### src/rtl/zigzag_pkg.sv
// Shared types and defaults for the zig-zag reorder stage.
// The quant/RLE stages take their default coefficient width and block size from here.
package zigzag_pkg;

  localparam int unsigned ZZ_W = 11;
  localparam int unsigned ZZ_N = 8;

  typedef enum logic {
    UP_RIGHT  = 1'b0,
    DOWN_LEFT = 1'b1
  } dir_e;

  // Raster index (row*n+col) of zig-zag position k in an n x n block.
  // This is a behavioural model for simulation, not a hardware path.
  function automatic int unsigned zz_raster(input int unsigned k, input int unsigned n);
    int unsigned r;
    int unsigned c;
    dir_e        d;
    r = 0;
    c = 0;
    d = UP_RIGHT;
    for (int unsigned i = 0; i < k; i++) begin
      if (d == UP_RIGHT) begin
        if (c == n - 1) begin
          r++;
          d = DOWN_LEFT;
        end else if (r == 0) begin
          c++;
          d = DOWN_LEFT;
        end else begin
          r--;
          c++;
        end
      end else begin
        if (r == n - 1) begin
          c++;
          d = UP_RIGHT;
        end else if (c == 0) begin
          r++;
          d = UP_RIGHT;
        end else begin
          r++;
          c--;
        end
      end
    end
    return r * n + c;
  endfunction

endpackage

### src/rtl/zigzag_walker.sv
// Zig-zag position generator: holds row/col/direction and steps one position per adv.
// restart returns to (0,0) heading up-right and takes priority over adv.
module zigzag_walker
  import zigzag_pkg::*;
#(
  parameter int unsigned N = ZZ_N
) (
  input  logic                 clk,
  input  logic                 rst,
  input  logic                 adv,
  input  logic                 restart,
  output logic [$clog2(N)-1:0] row,
  output logic [$clog2(N)-1:0] col
);

  localparam int unsigned RW = $clog2(N);
  localparam logic [RW-1:0] Edge = RW'(N - 1);

  logic [RW-1:0] row_q, row_d;
  logic [RW-1:0] col_q, col_d;
  dir_e          dir_q, dir_d;

  // Next position along the zig-zag path.
  always_comb begin
    row_d = row_q;
    col_d = col_q;
    dir_d = dir_q;
    unique case (dir_q)
      UP_RIGHT: begin
        if (col_q == Edge) begin
          row_d = row_q + RW'(1);
          dir_d = DOWN_LEFT;
        end else if (row_q == '0) begin
          col_d = col_q + RW'(1);
          dir_d = DOWN_LEFT;
        end else begin
          row_d = row_q - RW'(1);
          col_d = col_q + RW'(1);
        end
      end
      DOWN_LEFT: begin
        if (row_q == Edge) begin
          col_d = col_q + RW'(1);
          dir_d = UP_RIGHT;
        end else if (col_q == '0) begin
          row_d = row_q + RW'(1);
          dir_d = UP_RIGHT;
        end else begin
          row_d = row_q + RW'(1);
          col_d = col_q - RW'(1);
        end
      end
      default: ;
    endcase
  end

  // Position register; restart wins over a simultaneous advance.
  always_ff @(posedge clk) begin
    if (rst || restart) begin
      row_q <= '0;
      col_q <= '0;
      dir_q <= UP_RIGHT;
    end else if (adv) begin
      row_q <= row_d;
      col_q <= col_d;
      dir_q <= dir_d;
    end
  end

  assign row = row_q;
  assign col = col_q;

endmodule

### src/rtl/zigzag_stream.sv
// Streaming NxN zig-zag reorder with ping-pong banks, one coefficient per cycle each side.
// Optional ZIGZAG_INVERSE_EN adds a per-block mode input selecting inverse (de-zigzag) blocks.
module zigzag_stream
  import zigzag_pkg::*;
#(
  parameter int unsigned W  = ZZ_W,
  parameter int unsigned N  = ZZ_N,
  parameter int unsigned AW = $clog2(N * N)
) (
  input  logic          clk,
  input  logic          rst,
`ifdef ZIGZAG_INVERSE_EN
  input  logic          mode,
`endif
  input  logic          in_valid,
  output logic          in_ready,
  input  logic [W-1:0]  in_data,
  output logic          out_valid,
  input  logic          out_ready,
  output logic [W-1:0]  out_data,
  output logic [AW-1:0] out_idx,
  output logic          out_last
);

  localparam int unsigned NN = N * N;
  localparam int unsigned RW = $clog2(N);
  localparam logic [AW-1:0] Last = AW'(NN - 1);

  logic [W-1:0]  bank_q [2][NN];
  logic [1:0]    full_q, full_d;
  logic          wr_sel_q, rd_sel_q;
  logic [AW-1:0] wr_cnt_q, rd_cnt_q;
  logic          wr_fire, rd_fire, wr_done, rd_done;
  logic [AW-1:0] waddr, raddr;
  logic [RW-1:0] rd_row, rd_col;

  assign in_ready  = !full_q[wr_sel_q] && !rst;
  assign out_valid = full_q[rd_sel_q] && !rst;
  assign wr_fire   = in_valid && in_ready;
  assign rd_fire   = out_valid && out_ready;
  assign wr_done   = wr_fire && (wr_cnt_q == Last);
  assign rd_done   = rd_fire && (rd_cnt_q == Last);

  zigzag_walker #(
    .N (N)
  ) u_rd_walker (
    .clk     (clk),
    .rst     (rst),
    .adv     (rd_fire),
    .restart (rd_done),
    .row     (rd_row),
    .col     (rd_col)
  );

`ifdef ZIGZAG_INVERSE_EN
  logic [RW-1:0] wr_row, wr_col;
  logic [1:0]    mode_q;

  zigzag_walker #(
    .N (N)
  ) u_wr_walker (
    .clk     (clk),
    .rst     (rst),
    .adv     (wr_fire),
    .restart (wr_done),
    .row     (wr_row),
    .col     (wr_col)
  );

  // Block mode is latched per bank on its first coefficient; both address
  // sources are 0 at that point, so the stale mode_q for that beat is harmless.
  always_ff @(posedge clk) begin
    if (rst) begin
      mode_q <= '0;
    end else if (wr_fire && (wr_cnt_q == '0)) begin
      mode_q[wr_sel_q] <= mode;
    end
  end

  assign waddr = mode_q[wr_sel_q] ? {wr_row, wr_col} : wr_cnt_q;
  assign raddr = mode_q[rd_sel_q] ? rd_cnt_q : {rd_row, rd_col};
`else
  assign waddr = wr_cnt_q;
  assign raddr = {rd_row, rd_col};
`endif

  // Bank occupancy: write side may set one bank while the read side clears the other.
  always_comb begin
    full_d = full_q;
    if (wr_done) full_d[wr_sel_q] = 1'b1;
    if (rd_done) full_d[rd_sel_q] = 1'b0;
  end

  // Control state: bank selects and beat counters.
  always_ff @(posedge clk) begin
    if (rst) begin
      full_q   <= '0;
      wr_sel_q <= 1'b0;
      rd_sel_q <= 1'b0;
      wr_cnt_q <= '0;
      rd_cnt_q <= '0;
    end else begin
      full_q <= full_d;
      if (wr_fire) begin
        wr_cnt_q <= wr_done ? '0 : wr_cnt_q + AW'(1);
        if (wr_done) wr_sel_q <= !wr_sel_q;
      end
      if (rd_fire) begin
        rd_cnt_q <= rd_done ? '0 : rd_cnt_q + AW'(1);
        if (rd_done) rd_sel_q <= !rd_sel_q;
      end
    end
  end

  // Coefficient storage, deliberately not reset; in_ready gates writes during rst.
  always_ff @(posedge clk) begin
    if (wr_fire) bank_q[wr_sel_q][waddr] <= in_data;
  end

  assign out_data = out_valid ? bank_q[rd_sel_q][raddr] : '0;
  assign out_idx  = out_valid ? rd_cnt_q : '0;
  assign out_last = out_valid && (rd_cnt_q == Last);

endmodule

### config.mk
export PLATFORM = sky130hd
export DESIGN_NAME = zigzag_stream
export DESIGN_NICKNAME = d
export VERILOG_FILES = /design/src/rtl/zigzag_pkg.sv /design/src/rtl/zigzag_walker.sv /design/src/rtl/zigzag_stream.sv
export SDC_FILE = /design/constraint.sdc
export NUM_CORES = 1
export LEC_CHECK = 0
export CORE_UTILIZATION = 40
export DETAILED_ROUTE_END_ITERATION = 10
export PLACE_DENSITY_LB_ADDON = 0.12
export RECOVER_POWER = 25
export SLEW_MARGIN = 20
export SYNTH_ARGS = -nofsm -noshare
export SYNTH_HDL_FRONTEND = slang
export SYNTH_SLANG_ARGS = --single-unit
### constraint.sdc
create_clock -name clk -period 2.7 [get_ports clk]
set_input_delay 0.675 -clock clk [delete_from_list [all_inputs] [get_ports clk]]
set_output_delay 0.675 -clock clk [all_outputs]
set_load 0.02 [all_outputs]
==> impl_metrics.yaml, run 1 <==
run_status:
  outcome: "finished with violations"
  violations: "max-capacitance violations, max-slew violations, negative setup slack"
global_routing:
  grt_overflow_total: 0
  grt_pass1_vias: 30182
  grt_pass1_wl_um: 219000
  grt_antenna_before_repair: 2
  grt_max_degree: 129
  track_usage_pct: 21.8
job:
  maxCapViolCount: 10
logic_synthesis:
  syn_avg_cell_area_um2: 20.1
  yosys_register_bits: 1432
  seq_area_frac_synth_pct: 76.6
  syn_inst: 2781
  ys_warn_count: 0
  syn-cell-area_um2: 55800
  synthAdderAreaFrac_pct: 0.224
  yosys.area_share.simple_pct: 2.99
  synth_nets: 2806
  synthXorXnorAreaFrac_pct: 0.235
  synth_ff_type: "edfxtp_1"
  ys_async_sr_fraction_pct: 0
  synth_cell_types: 56
  synthMuxAreaShare_pct: 14.7
  synth_compound_area_share_pct: 3.70
  synth-edff-count: 1408
  synth_top_family_by_area: "multiplexers"
drt:
  vias: 29481
  viasPerCell: 5.53
  antenna_left: 0
  drt_iter0_markers: 2876
  drc_errors: 0
  wirelength_um: 151000
  wl_per_cell_um: 28.4
  dr.pass1.iters: 7
worst_setup_path:
  crit_required_ps: 2030
  crit_path_start_kind: "flop"
  worst-path-stages: 11
  cp_data_arrival_time_ps: 3660
  crit_type: "reg2out"
  cpMaxStageDelayCell: "mux4_2"
  cpPeakStageDelay_ps: 600
  path_cells: "buf_12 -> buf_12 -> buf_12 -> buf_12 -> buf_12 -> mux4_2 -> mux4_2 -> and2_4 -> o21ai_4 -> a31oi_2 -> buf_4"
  path_delay_family: "multiplexers"
  path_max_fanout: 8
  crit_path_end_kind: "output port"
  critPathMostFrequentCell: "buf_12"
  reg2reg_depth: 10
  worst-path-buf-inv: 6
clock_network:
  path_clk_slew_ps: 60
  cts_root_buffer: "clkbuf_16"
  clk_latency_ps: 800
  htree_levels: 4
  cts.sinks: 1432
  hold_buffers: 0
  cts_tree: "built"
  cts_made_buffers: 155
  cts_buffer_depth: 3
placed_design:
  place_area_um2: 63000
  gp_congestion: 0.874
  dp_hpwl_um: 99300
  pre_cts_ws_ps: -2000
  io_buffers: 34
  dp_cells: 5005
timing:
  worst_slack_ps: -1630
  worst_pin_slew_ps: 2380
  drv_slew: 768
  fin_skew_ps: 28.3
  fmax_mhz: 231
  min_period_over_period_pct: 160
  setup_viol: 12
  hold_viol: 0
  rsz0062_at_grt: "true"
  slew_headroom_pct: -59.0
  period_needed_ps: 4330
layout:
  postLayoutCellArea_um2: 69300
  nets: 3367
  syn2layout_area_growth_pct: 24.2
  fin_util_pct: 50.2
  drive_above_1_share_pct: 34.7
  diodes: 0
  fin_cells: 5327
worst_hold_path:
  hold_path.class: "in2reg"
  min_delay_path_depth: 1
floorplan:
  floorplan.initialDensity_pct: 40.4
  coreArea_um2: 138000
  io_pins: 35
  die_h_um: 376
  std_cell_rows: 136
  dieArea_um2: 141000
  die_w_um: 376
pwr:
  total_power_mw: 46.5
  power_density_nw_per_um2: 670
  total_leakage_power_nw: 21.9
  peakVddDrop_mv: 0.485
==> kinds of logic (layout without fill, tap and decap cells) <==
logic type,count (synthesis),in the layout
buffers and inverters,163,846
AOI/OAI and AO/OA,295,295
and+or+nand+nor,378,378
muxes,488,488
DFF,1432,1432
adders and majority gates,10,10
xor gates and xnor gates,15,15
==> placed cells by master, fill, tap and decap left out, types with 7 or more instances in the layout <==
master and n:
a21oi_1 31, a221oi_1 20, a22oi_1 109, a22oi_2 16, and2_4 11, buf_12 112
buf_4 369, buf_6 41, bufinv_16 18, clkbuf_1 40, clkbuf_16 156, clkbuf_4 11
clkinv_1 29, clkinv_2 21, clkinvlp_4 7, dfxtp_1 15, edfxtp_1 1408, ha_1 10
inv_16 7, mux2i_1 210, mux4_2 265, nand2_1 77, nand2_2 10, nand3_1 26
nand4_1 12, nor2_1 130, nor2_4 42, nor2b_1 8, nor3_1 7, o211ai_1 15
o21ai_0 37, xor2_1 9
==> area by class of cell <==
type	instances	area, um^2
tap	1863	2330
clock buffer	191	4070
fill	11133	68700
multi-input combinational	1186	13200
sequential	1432	42800
timing repair buffer	555	5810
clock inverter	88	1090
inverter	12	52.6
==> what timing repair did <==
action                                  in CTS  in global routing
endpoints found under the setup margin      20                 20
cloned                                       2                  0
setup buffers                               40                  2
pin swaps                                   36                 16
gates resized for setup                    250                 47
==> Yosys cell counts (10+ instances only) <==
cell / n / area share (%)
edfxtp_1: 1408 / 76
mux4_2: 265 / 11
mux2i_1: 215 / 3.9
nor2_1: 173 / 1.2
a22oi_1: 125 / 1.7
nand2_1: 90 / 0.61
clkbuf_1: 75 / 0.50
o21ai_0: 46 / 0.41
a21oi_1: 36 / 0.32
nand3_1: 30 / 0.27
buf_4: 28 / 0.38
dfxtp_1: 24 / 0.86
buf_2: 23 / 0.21
a221oi_1: 20 / 0.31
nor3_1: 17 / 0.15
buf_6: 15 / 0.30
o211ai_1: 15 / 0.20
a31oi_1: 14 / 0.16
nand4_1: 12 / 0.13
nor2b_1: 11 / 0.12
buf_1: 10 / 0.067
ha_1: 10 / 0.22
==> layer usage <==
metal  up-vias  wire length, um  GRT usage, %  share of wire (%)
li1      12622                -             -                  -
met1     15801            68800          32.0                 46
met2       861            70200          33.5                 46
met3       197             8600          3.81                5.7
met4         0             3380          5.82                2.2
met5         -                0             0                  0
==> sequential cells by signal, summed over array words and instances (netlist names), named ones only <==
name	flops
full_q	2
u_rd_walker.dir_q	1
u_rd_walker.row	3
waddr	6
u_rd_walker.col	3
rd_cnt_q	6
wr_sel_q	1
bank_q	1408
rd_sel_q	1
==> final timing paths <==
check | startpoint | endpoint | slack (ps)
worst min-delay path | in_data[1] | bank_q[0][672] | 440
worst max register to register | u_rd_walker.row[0] | u_rd_walker.col[1] | 210
worst min register to register | rd_cnt_q[1] | rd_cnt_q[1] | 510
worst max-delay path | flop | out_data[1] | -1630
==> per-stage QoR <==
stage                     TNS [ps]  hold WS (ps)
after global routing        -20910           478
after global placement     -629470           495
final                       -16970           443
after CTS                   -18110           193
after detailed placement   -645390           499
after floorplan             -93710           457
==> report_power, final <==
group	switching [mW]	leakage [nW]	internal (mW)
Clock	8.91	2.49	12.5
Combinational	0.477	6.54	0.0942
Sequential	0.00540	12.9	24.4
Power figures use the tool's default switching activity.
==> run 2: changes to the inputs <==
Settings changed: GPL_ROUTABILITY_DRIVEN set to 1.
==> results of run 2 <==
The final DEF is identical to that of run 1; final timing and power are the same.
